==> src/rtl/stopwatch_pkg.sv <==
// Shared types and parameter helpers for the stopwatch control stage.
package stopwatch_pkg;

   // State encoding is visible on state_o, so the values are fixed.
   typedef enum logic [1:0] {
      IDLE  = 2'b00,
      RUN   = 2'b01,
      PAUSE = 2'b10,
      LAP   = 2'b11
   } state_t;

   // Cycles a button sample must stay unchanged before the debounced level follows it.
   function automatic int unsigned deb_cycles(input int unsigned freq, input int unsigned ms);
      int unsigned c;
      c = freq / 1000 * ms;
      return (c == 0) ? 1 : c;
   endfunction

   // Clock cycles per count tick.
   function automatic int unsigned div_cycles(input int unsigned freq, input int unsigned hz);
      int unsigned c;
      c = freq / hz;
      return (c == 0) ? 1 : c;
   endfunction

endpackage

==> src/rtl/stopwatch_ctrl_if.sv <==
// Signal bundle between the board buttons, the control stage and the counter/display path.
interface stopwatch_ctrl_if;
   import stopwatch_pkg::*;

   logic   btn_start_n_i;   // raw START/STOP, active-low
   logic   btn_lap_n_i;     // raw LAP/RESET, active-low
   logic   tick_o;          // gated count tick
   logic   clear_o;         // counter clear pulse
   logic   freeze_o;        // display hold (lap view)
   logic   running_o;       // counting active
   state_t state_o;         // current state, for LEDs
   logic   start_pressed;   // debounced START level, for LEDs
   logic   lap_pressed;     // debounced LAP level, for LEDs

   // The control stage drives the outputs and reads the buttons.
   modport master (
      input  btn_start_n_i, btn_lap_n_i,
      output tick_o, clear_o, freeze_o, running_o, state_o, start_pressed, lap_pressed
   );

   // The board side drives the buttons and consumes the outputs.
   modport slave (
      output btn_start_n_i, btn_lap_n_i,
      input  tick_o, clear_o, freeze_o, running_o, state_o, start_pressed, lap_pressed
   );

endinterface

==> src/rtl/stopwatch_ctrl_debounce.sv <==
// Push-button conditioner: 2-FF synchroniser, stability filter and press-edge detector.
module button_debounce
   import stopwatch_pkg::*;
#(
   parameter int unsigned FPGA_FREQ   = 50_000_000,
   parameter int unsigned DEBOUNCE_MS = 20
) (
   input  logic clk_i,
   input  logic rst_n_i,
   input  logic btn_n_i,
   output logic pressed_o,
   output logic press_o
);

   localparam int unsigned DEB_CYC = deb_cycles(FPGA_FREQ, DEBOUNCE_MS);
   localparam int unsigned CNT_W   = (DEB_CYC > 1) ? $clog2(DEB_CYC) : 1;

   logic             sync1_n;
   logic             sync2_n;
   logic             level_n;
   logic [CNT_W-1:0] stable_cnt;

   // Synchronise, count consecutive samples that differ from the level, flip after DEB_CYC of them.
   always_ff @(posedge clk_i or negedge rst_n_i) begin
      if (!rst_n_i) begin
         // NOTE: the synchroniser resets to the released level so no phantom press follows reset.
         sync1_n    <= 1'b1;
         sync2_n    <= 1'b1;
         level_n    <= 1'b1;
         stable_cnt <= '0;
         press_o    <= 1'b0;
      end else begin
         // NOTE: non-blocking here so sync2_n takes the old sync1_n, giving a true two-stage chain.
         sync1_n <= btn_n_i;
         sync2_n <= sync1_n;
         press_o <= 1'b0;
         if (sync2_n == level_n) begin
            stable_cnt <= '0;
         end else if (stable_cnt == CNT_W'(DEB_CYC - 1)) begin
            level_n    <= sync2_n;
            stable_cnt <= '0;
            press_o    <= ~sync2_n;   // only released->pressed produces an event
         end else begin
            stable_cnt <= stable_cnt + 1'b1;
         end
      end
   end

   assign pressed_o = ~level_n;

endmodule

==> src/rtl/stopwatch_ctrl.sv <==
// Stopwatch control stage: button conditioning, run/pause/lap FSM, tick prescaler.
module stopwatch_ctrl
   import stopwatch_pkg::*;
#(
   parameter int unsigned FPGA_FREQ   = 50_000_000,
   parameter int unsigned DEBOUNCE_MS = 20,
   parameter int unsigned TICK_HZ     = 10
) (
   input  logic            clk_i,
   input  logic            rst_n_i,
   stopwatch_ctrl_if.master sw
);

   localparam int unsigned DIV   = div_cycles(FPGA_FREQ, TICK_HZ);
   localparam int unsigned PRE_W = (DIV > 1) ? $clog2(DIV) : 1;

   logic             start_ev;
   logic             lap_raw_ev;
   logic             lap_ev;
   state_t           state_q;
   state_t           state_d;
   logic             clear_d;
   logic             pre_zero;
   logic             counting;
   logic [PRE_W-1:0] pre_q;
   logic             tick_q;
   logic             clear_q;

   button_debounce #(.FPGA_FREQ(FPGA_FREQ), .DEBOUNCE_MS(DEBOUNCE_MS)) u_start_deb (
      .clk_i     (clk_i),
      .rst_n_i   (rst_n_i),
      .btn_n_i   (sw.btn_start_n_i),
      .pressed_o (sw.start_pressed),
      .press_o   (start_ev)
   );

   button_debounce #(.FPGA_FREQ(FPGA_FREQ), .DEBOUNCE_MS(DEBOUNCE_MS)) u_lap_deb (
      .clk_i     (clk_i),
      .rst_n_i   (rst_n_i),
      .btn_n_i   (sw.btn_lap_n_i),
      .pressed_o (sw.lap_pressed),
      .press_o   (lap_raw_ev)
   );

   // A coincident start event takes priority; the lap event is dropped.
   assign lap_ev   = lap_raw_ev & ~start_ev;
   assign counting = (state_q == RUN) || (state_q == LAP);

   // Next-state decode plus the clear / prescaler-zero requests of each transition.
   always_comb begin
      // NOTE: every output gets a default first so no path leaves one unassigned (no latch).
      state_d  = state_q;
      clear_d  = 1'b0;
      pre_zero = 1'b0;
      unique case (state_q)
         IDLE: begin
            if (start_ev) begin
               state_d  = RUN;
               pre_zero = 1'b1;
            end else if (lap_ev) begin
               clear_d  = 1'b1;
               pre_zero = 1'b1;
            end
         end
         RUN: begin
            if (start_ev)    state_d = PAUSE;
            else if (lap_ev) state_d = LAP;
         end
         LAP: begin
            if (start_ev)    state_d = PAUSE;
            else if (lap_ev) state_d = RUN;
         end
         PAUSE: begin
            if (start_ev) begin
               state_d = RUN;
            end else if (lap_ev) begin
               state_d  = IDLE;
               clear_d  = 1'b1;
               pre_zero = 1'b1;
            end
         end
         default: state_d = IDLE;
      endcase
   end

   // State register.
   always_ff @(posedge clk_i or negedge rst_n_i) begin
      if (!rst_n_i) state_q <= IDLE;
      else          state_q <= state_d;
   end

   // Prescaler and output pulses; zeroing only happens in IDLE/PAUSE, so it never races a tick.
   always_ff @(posedge clk_i or negedge rst_n_i) begin
      if (!rst_n_i) begin
         pre_q   <= '0;
         tick_q  <= 1'b0;
         clear_q <= 1'b0;
      end else begin
         tick_q  <= 1'b0;
         clear_q <= clear_d;
         if (pre_zero) begin
            pre_q <= '0;
         end else if (counting) begin
            if (pre_q == PRE_W'(DIV - 1)) begin
               pre_q  <= '0;
               tick_q <= 1'b1;
            end else begin
               pre_q <= pre_q + 1'b1;
            end
         end
      end
   end

   assign sw.tick_o    = tick_q;
   assign sw.clear_o   = clear_q;
   assign sw.state_o   = state_q;
   assign sw.freeze_o  = (state_q == LAP);
   assign sw.running_o = counting;

endmodule
==> src/flat_wrapper.sv <==
// flat-port wrapper written by rule: the top's interface ports become plain ports
module stopwatch_ctrl_flat import stopwatch_pkg::*;
#(
   parameter int unsigned FPGA_FREQ   = 50_000_000,
   parameter int unsigned DEBOUNCE_MS = 20,
   parameter int unsigned TICK_HZ     = 10
)
  (clk_i, rst_n_i, sw_btn_start_n_i, sw_btn_lap_n_i, sw_tick_o, sw_clear_o, sw_freeze_o, sw_running_o, sw_state_o, sw_start_pressed, sw_lap_pressed);
  stopwatch_ctrl_if sw_i ();
  input  logic clk_i;
  input  logic rst_n_i;
  input wire logic [$bits(sw_i.btn_start_n_i)-1:0] sw_btn_start_n_i;
  input wire logic [$bits(sw_i.btn_lap_n_i)-1:0] sw_btn_lap_n_i;
  output wire logic [$bits(sw_i.tick_o)-1:0] sw_tick_o;
  output wire logic [$bits(sw_i.clear_o)-1:0] sw_clear_o;
  output wire logic [$bits(sw_i.freeze_o)-1:0] sw_freeze_o;
  output wire logic [$bits(sw_i.running_o)-1:0] sw_running_o;
  output wire logic [$bits(sw_i.state_o)-1:0] sw_state_o;
  output wire logic [$bits(sw_i.start_pressed)-1:0] sw_start_pressed;
  output wire logic [$bits(sw_i.lap_pressed)-1:0] sw_lap_pressed;
  assign sw_i.btn_start_n_i = sw_btn_start_n_i;
  assign sw_i.btn_lap_n_i = sw_btn_lap_n_i;
  assign sw_tick_o = sw_i.tick_o;
  assign sw_clear_o = sw_i.clear_o;
  assign sw_freeze_o = sw_i.freeze_o;
  assign sw_running_o = sw_i.running_o;
  assign sw_state_o = sw_i.state_o;
  assign sw_start_pressed = sw_i.start_pressed;
  assign sw_lap_pressed = sw_i.lap_pressed;
  stopwatch_ctrl #(.FPGA_FREQ(FPGA_FREQ), .DEBOUNCE_MS(DEBOUNCE_MS), .TICK_HZ(TICK_HZ)) u_core (.clk_i(clk_i), .rst_n_i(rst_n_i), .sw(sw_i));
endmodule
==> config.mk <==
export PLATFORM = sky130hd
export DESIGN_NAME = stopwatch_ctrl_flat
export DESIGN_NICKNAME = d
export VERILOG_FILES = /design/src/rtl/stopwatch_pkg.sv /design/src/rtl/stopwatch_ctrl_if.sv /design/src/rtl/stopwatch_ctrl_debounce.sv /design/src/rtl/stopwatch_ctrl.sv /design/src/flat_wrapper.sv
export SDC_FILE = /design/constraint.sdc
export NUM_CORES = 1
export LEC_CHECK = 0
export BUFFER_PORTS_ARGS = -buffer_cell sky130_fd_sc_hd__buf_2
export CAP_MARGIN = 10
export CORE_MARGIN = 3
export CORE_UTILIZATION = 55
export DETAILED_ROUTE_END_ITERATION = 16
export GPL_ROUTABILITY_DRIVEN = 0
export PLACE_DENSITY = 0.72
export SLEW_MARGIN = 20
export SYNTH_ARGS = -nofsm -noshare
export SYNTH_HDL_FRONTEND = slang
export SYNTH_SLANG_ARGS = --single-unit
==> constraint.sdc <==
create_clock -name clk_i -period 2.7 [get_ports clk_i]
set_input_delay 0.135 -clock clk_i [delete_from_list [all_inputs] [get_ports clk_i]]
set_output_delay 0.135 -clock clk_i [all_outputs]
set_load 0.01 [all_outputs]
==> impl_metrics.tcl <==
set metrics [dict create \
    port_buffers 11 \
    grt_pass1_vias 2835 \
    maxCapViolCount 0 \
    slowest_delay_ps 790 \
    cp.arrival_ps 2490 \
    detail_route.vias_per_cell 5.94 \
    overflow 0 \
    clock_sinks 75 \
    r2r-end "u_core.pre_q[15]$_DFFE_PN0P_" \
    multi_input_area_um2 1800 \
    syn_to_final_growth_pct 8.72 \
    max_freq_mhz 442 \
    final_area_um2 4120 \
    relSlewSlack_pct 29.6 \
    mostFrequentLayoutCells "dfrtp_1, nor2_1, nand2_1" \
    fin_crit_ps 2260 \
    finalNetCount 404 \
    die_width_um 89.0 \
    finalMaxSlewViolations 0 \
    vias 2846 \
    final_antenna_net_count 0 \
    clk_latency_ps 350 \
    final_util_pct 63.4 \
    dpl.hpwl_mm 4.99 \
    cts_tree "yes" \
    cts.clk_slew.worst_paths_ps 80 \
    fin_worst_skew_ps 8.08 \
    drtPass1Iterations 4 \
    final-setup-viol-count 0 \
    critPathRequiredTime_ps 2930 \
    finalCritPeriodShare_pct 83.8 \
    crit_path_end "u_core.pre_q[15]$_DFFE_PN0P_" \
    r2r_slack_ps 440 \
    final_common_cell "dfrtp_1" \
    grt_max_degree 76 \
    core_um2 6490 \
    drt_wl_total_mm 7.54 \
    antenna_found_initial 0 \
    fin_cells 479 \
    fin_setup_tns_ps 0 \
    p_leak_nw 1.77 \
    wl_per_cell_um 15.7 \
    synth-async-reset-ratio_pct 100 \
    h-tree-depth 3 \
    worstPathCellList "ha_1, nand2_1, nor4_2, a21boi_2, nand2_1, o41ai_1" \
    crit_start "u_core.pre_q[0]$_DFFE_PN0P_" \
    synth_area_per_cell_um2 10.0 \
    cts_setup_buffers 0 \
    path_max_fanout 25 \
    dp_cells 460 \
    drc 0 \
    crit_type "flop to flop" \
    worstSetupEndpointType "flop" \
    cp_common_cell "nand2_1" \
    cts_hold_buffers 3 \
    synth_edf_count 0 \
    cts_resized 0 \
    reg2reg_depth 6 \
    die_h_um 89.0 \
    fillCellCount 561 \
    grtUsageTotal_pct 21.1 \
    rsz0062_at_grt "false" \
    p_clk_share_pct 41.5 \
    netlist_area_um2 3790 \
    status "completed" \
    hold_violations 0 \
    drt_iter0_drc 182 \
    critPathLaunchType "flop" \
    crit_path_top_delay_cell "a21boi_2" \
    power.density_nw_per_um2 496 \
    synth_nets 385 \
    cts-root-buf "clkbuf_8" \
    diodes 0 \
    register_area_um2 1880 \
    ys_dominant_reg_cell "dfrtp_1" \
    worst_pin_slew_ps 1050 \
    clk_path_buf_depth 2 \
    fp.dieArea_um2 7920 \
    grt_pass1_wl_mm 13.0 \
    initial_core_util_pct 58.4 \
    seq_area_frac_synth_pct 49.7 \
    drive_gt1_share_pct 13.2 \
    row_count 29 \
    p_sw_share_pct 23.1 \
    placed_cell_area_um2 3900 \
    ios 12 \
    r2r-start "u_core.pre_q[0]$_DFFE_PN0P_" \
    syn_inst 378 \
    power_switching_mw 0.473 \
    p_seq_share_pct 56.0 \
    ys_types 58 \
    yosys_warnings 0 \
    max-vdd-ir-drop_mv 0.348 \
    ys_seq_elements 75 \
    worstHoldPathType "flop to flop" \
    combinationalPowerShare_pct 2.5 \
    internal_power_mw 1.57 \
    cts_buffers 9 \
]
how the worst min path moves through the flow:
stage	start	end	depth (start not counted)
6_report	u_core.u_start_deb.sync1_n$_DFF_PN1_	u_core.u_start_deb.sync2_n$_DFF_PN1_	0
5_1_grt	u_core.u_start_deb.sync1_n$_DFF_PN1_	u_core.u_start_deb.sync2_n$_DFF_PN1_	0
4_1_cts	u_core.u_start_deb.sync1_n$_DFF_PN1_	u_core.u_start_deb.sync2_n$_DFF_PN1_	0
3_5_place_dp	sw_btn_lap_n_i	u_core.u_lap_deb.sync1_n$_DFF_PN1_	1
3_3_place_gp	sw_btn_lap_n_i	u_core.u_lap_deb.sync1_n$_DFF_PN1_	1
2_1_floorplan	rst_n_i	u_core.pre_q[0]$_DFFE_PN0P_	0
registers in the layout (all words and copies together) (netlist names):
name	count
u_core.u_lap_deb.press_o	1
u_core.pre_q	23
u_core.u_lap_deb.sync1_n	1
u_core.u_lap_deb.stable_cnt	20
u_core.sw.state_o	2
u_core.sw.clear_o	1
u_core.u_start_deb.stable_cnt	20
u_core.u_start_deb.sync2_n	1
u_core.u_start_deb.sync1_n	1
u_core.u_start_deb.press_o	1
u_core.sw.tick_o	1
u_core.u_start_deb.level_n	1
u_core.u_lap_deb.level_n	1
u_core.u_lap_deb.sync2_n	1
Yosys cell counts, types with 2 or more instances:
cell type | number | share of area (%)
a31oi_1 | 6 | 0.99
a21oi_1 | 13 | 1.7
nand2b_1 | 2 | 0.33
xnor2_1 | 15 | 3.5
or3_1 | 7 | 1.2
nor3_1 | 15 | 2.0
nand2_1 | 28 | 2.8
buf_6 | 3 | 0.89
and4_1 | 4 | 0.92
dfrtp_1 | 69 | 46
nor2_1 | 47 | 4.7
nor4_2 | 3 | 0.99
dfstp_2 | 6 | 4.2
nor4b_1 | 3 | 0.69
inv_1 | 10 | 0.99
o21ai_0 | 5 | 0.66
or4_1 | 3 | 0.59
nand4_1 | 15 | 2.5
ha_1 | 3 | 0.99
and3_1 | 9 | 1.5
a21o_1 | 4 | 0.79
nor4_1 | 8 | 1.3
o211ai_1 | 2 | 0.40
xor2_1 | 26 | 6.0
nor2b_1 | 3 | 0.50
nand3_1 | 26 | 3.4
o21ai_2 | 4 | 0.92
and2_1 | 3 | 0.50
a22o_1 | 3 | 0.69
clkbuf_1 | 4 | 0.40
mux2i_1 | 2 | 0.53
per-layer routing:
metal	share of wire, %	vias to the layer above	GRT usage [%]
li1	-	1394	-
met1	47	1396	28.2
met2	49	44	33.7
met3	2.7	12	4.06
met4	1.4	0	8.93
met5	0	-	0
per-stage QoR:
stage | setup WS (ps) | hold slack [ps] | power, mW
after floorplan | 818 | -161 | 1.19
after CTS | 434 | 362 | 2.07
after global routing | 224 | 367 | 2.12
final | 438 | 359 | 2.04
after global placement | 575 | 241 | 1.22
after detailed placement | 489 | 242 | 1.22
power by group through the flow:
| stage | Clock, mW | Sequential, mW | Combinational, mW |
|---|---|---|---|
| 6_report | 0.848 | 1.15 | 0.0516 |
| 5_1_grt | 0.915 | 1.15 | 0.0606 |
| 4_1_cts | 0.866 | 1.14 | 0.0539 |
| 3_5_place_dp | 0 | 1.17 | 0.0501 |
| 3_3_place_gp | 0 | 1.17 | 0.0499 |
| 2_1_floorplan | 0 | 1.16 | 0.0220 |
cell families (layout without fill, tap and decap cells):
family                   count (synthesis)  in the layout  share of synthesized area [%]
buffers and inverters                   19             43                           2.81
adder cells (fa/ha/maj)                  3              3                          0.991
AO/OA/AOI/OAI                           48             48                           8.88
multiplexers                             4              4                           1.12
flip-flops                              75             75                           49.7
AND/OR/NAND/NOR                        188            188                           27.0
XOR/XNOR                                41             41                           9.48
area by class of cell:
cell class,instances,share of cell area (%)
clock buffers,9,3.01
clock inverters,7,1.67
inverters,10,0.911
multi-input cells,284,43.7
flip-flops and latches,75,45.7
well taps,77,2.34
repair buffers,17,2.67
critical path: cells and delay by family, from the launching register on:
| kind | cells | cell delay [ps] |
|---|---|---|
| AO/OA/AOI/OAI | 2 | 1090 |
| AND/OR/NAND/NOR | 3 | 370 |
| adder cells (fa/ha/maj) | 1 | 250 |
| flip-flops | 1 | 420 |
No activity file was read; power rests on OpenSTA's default activity.
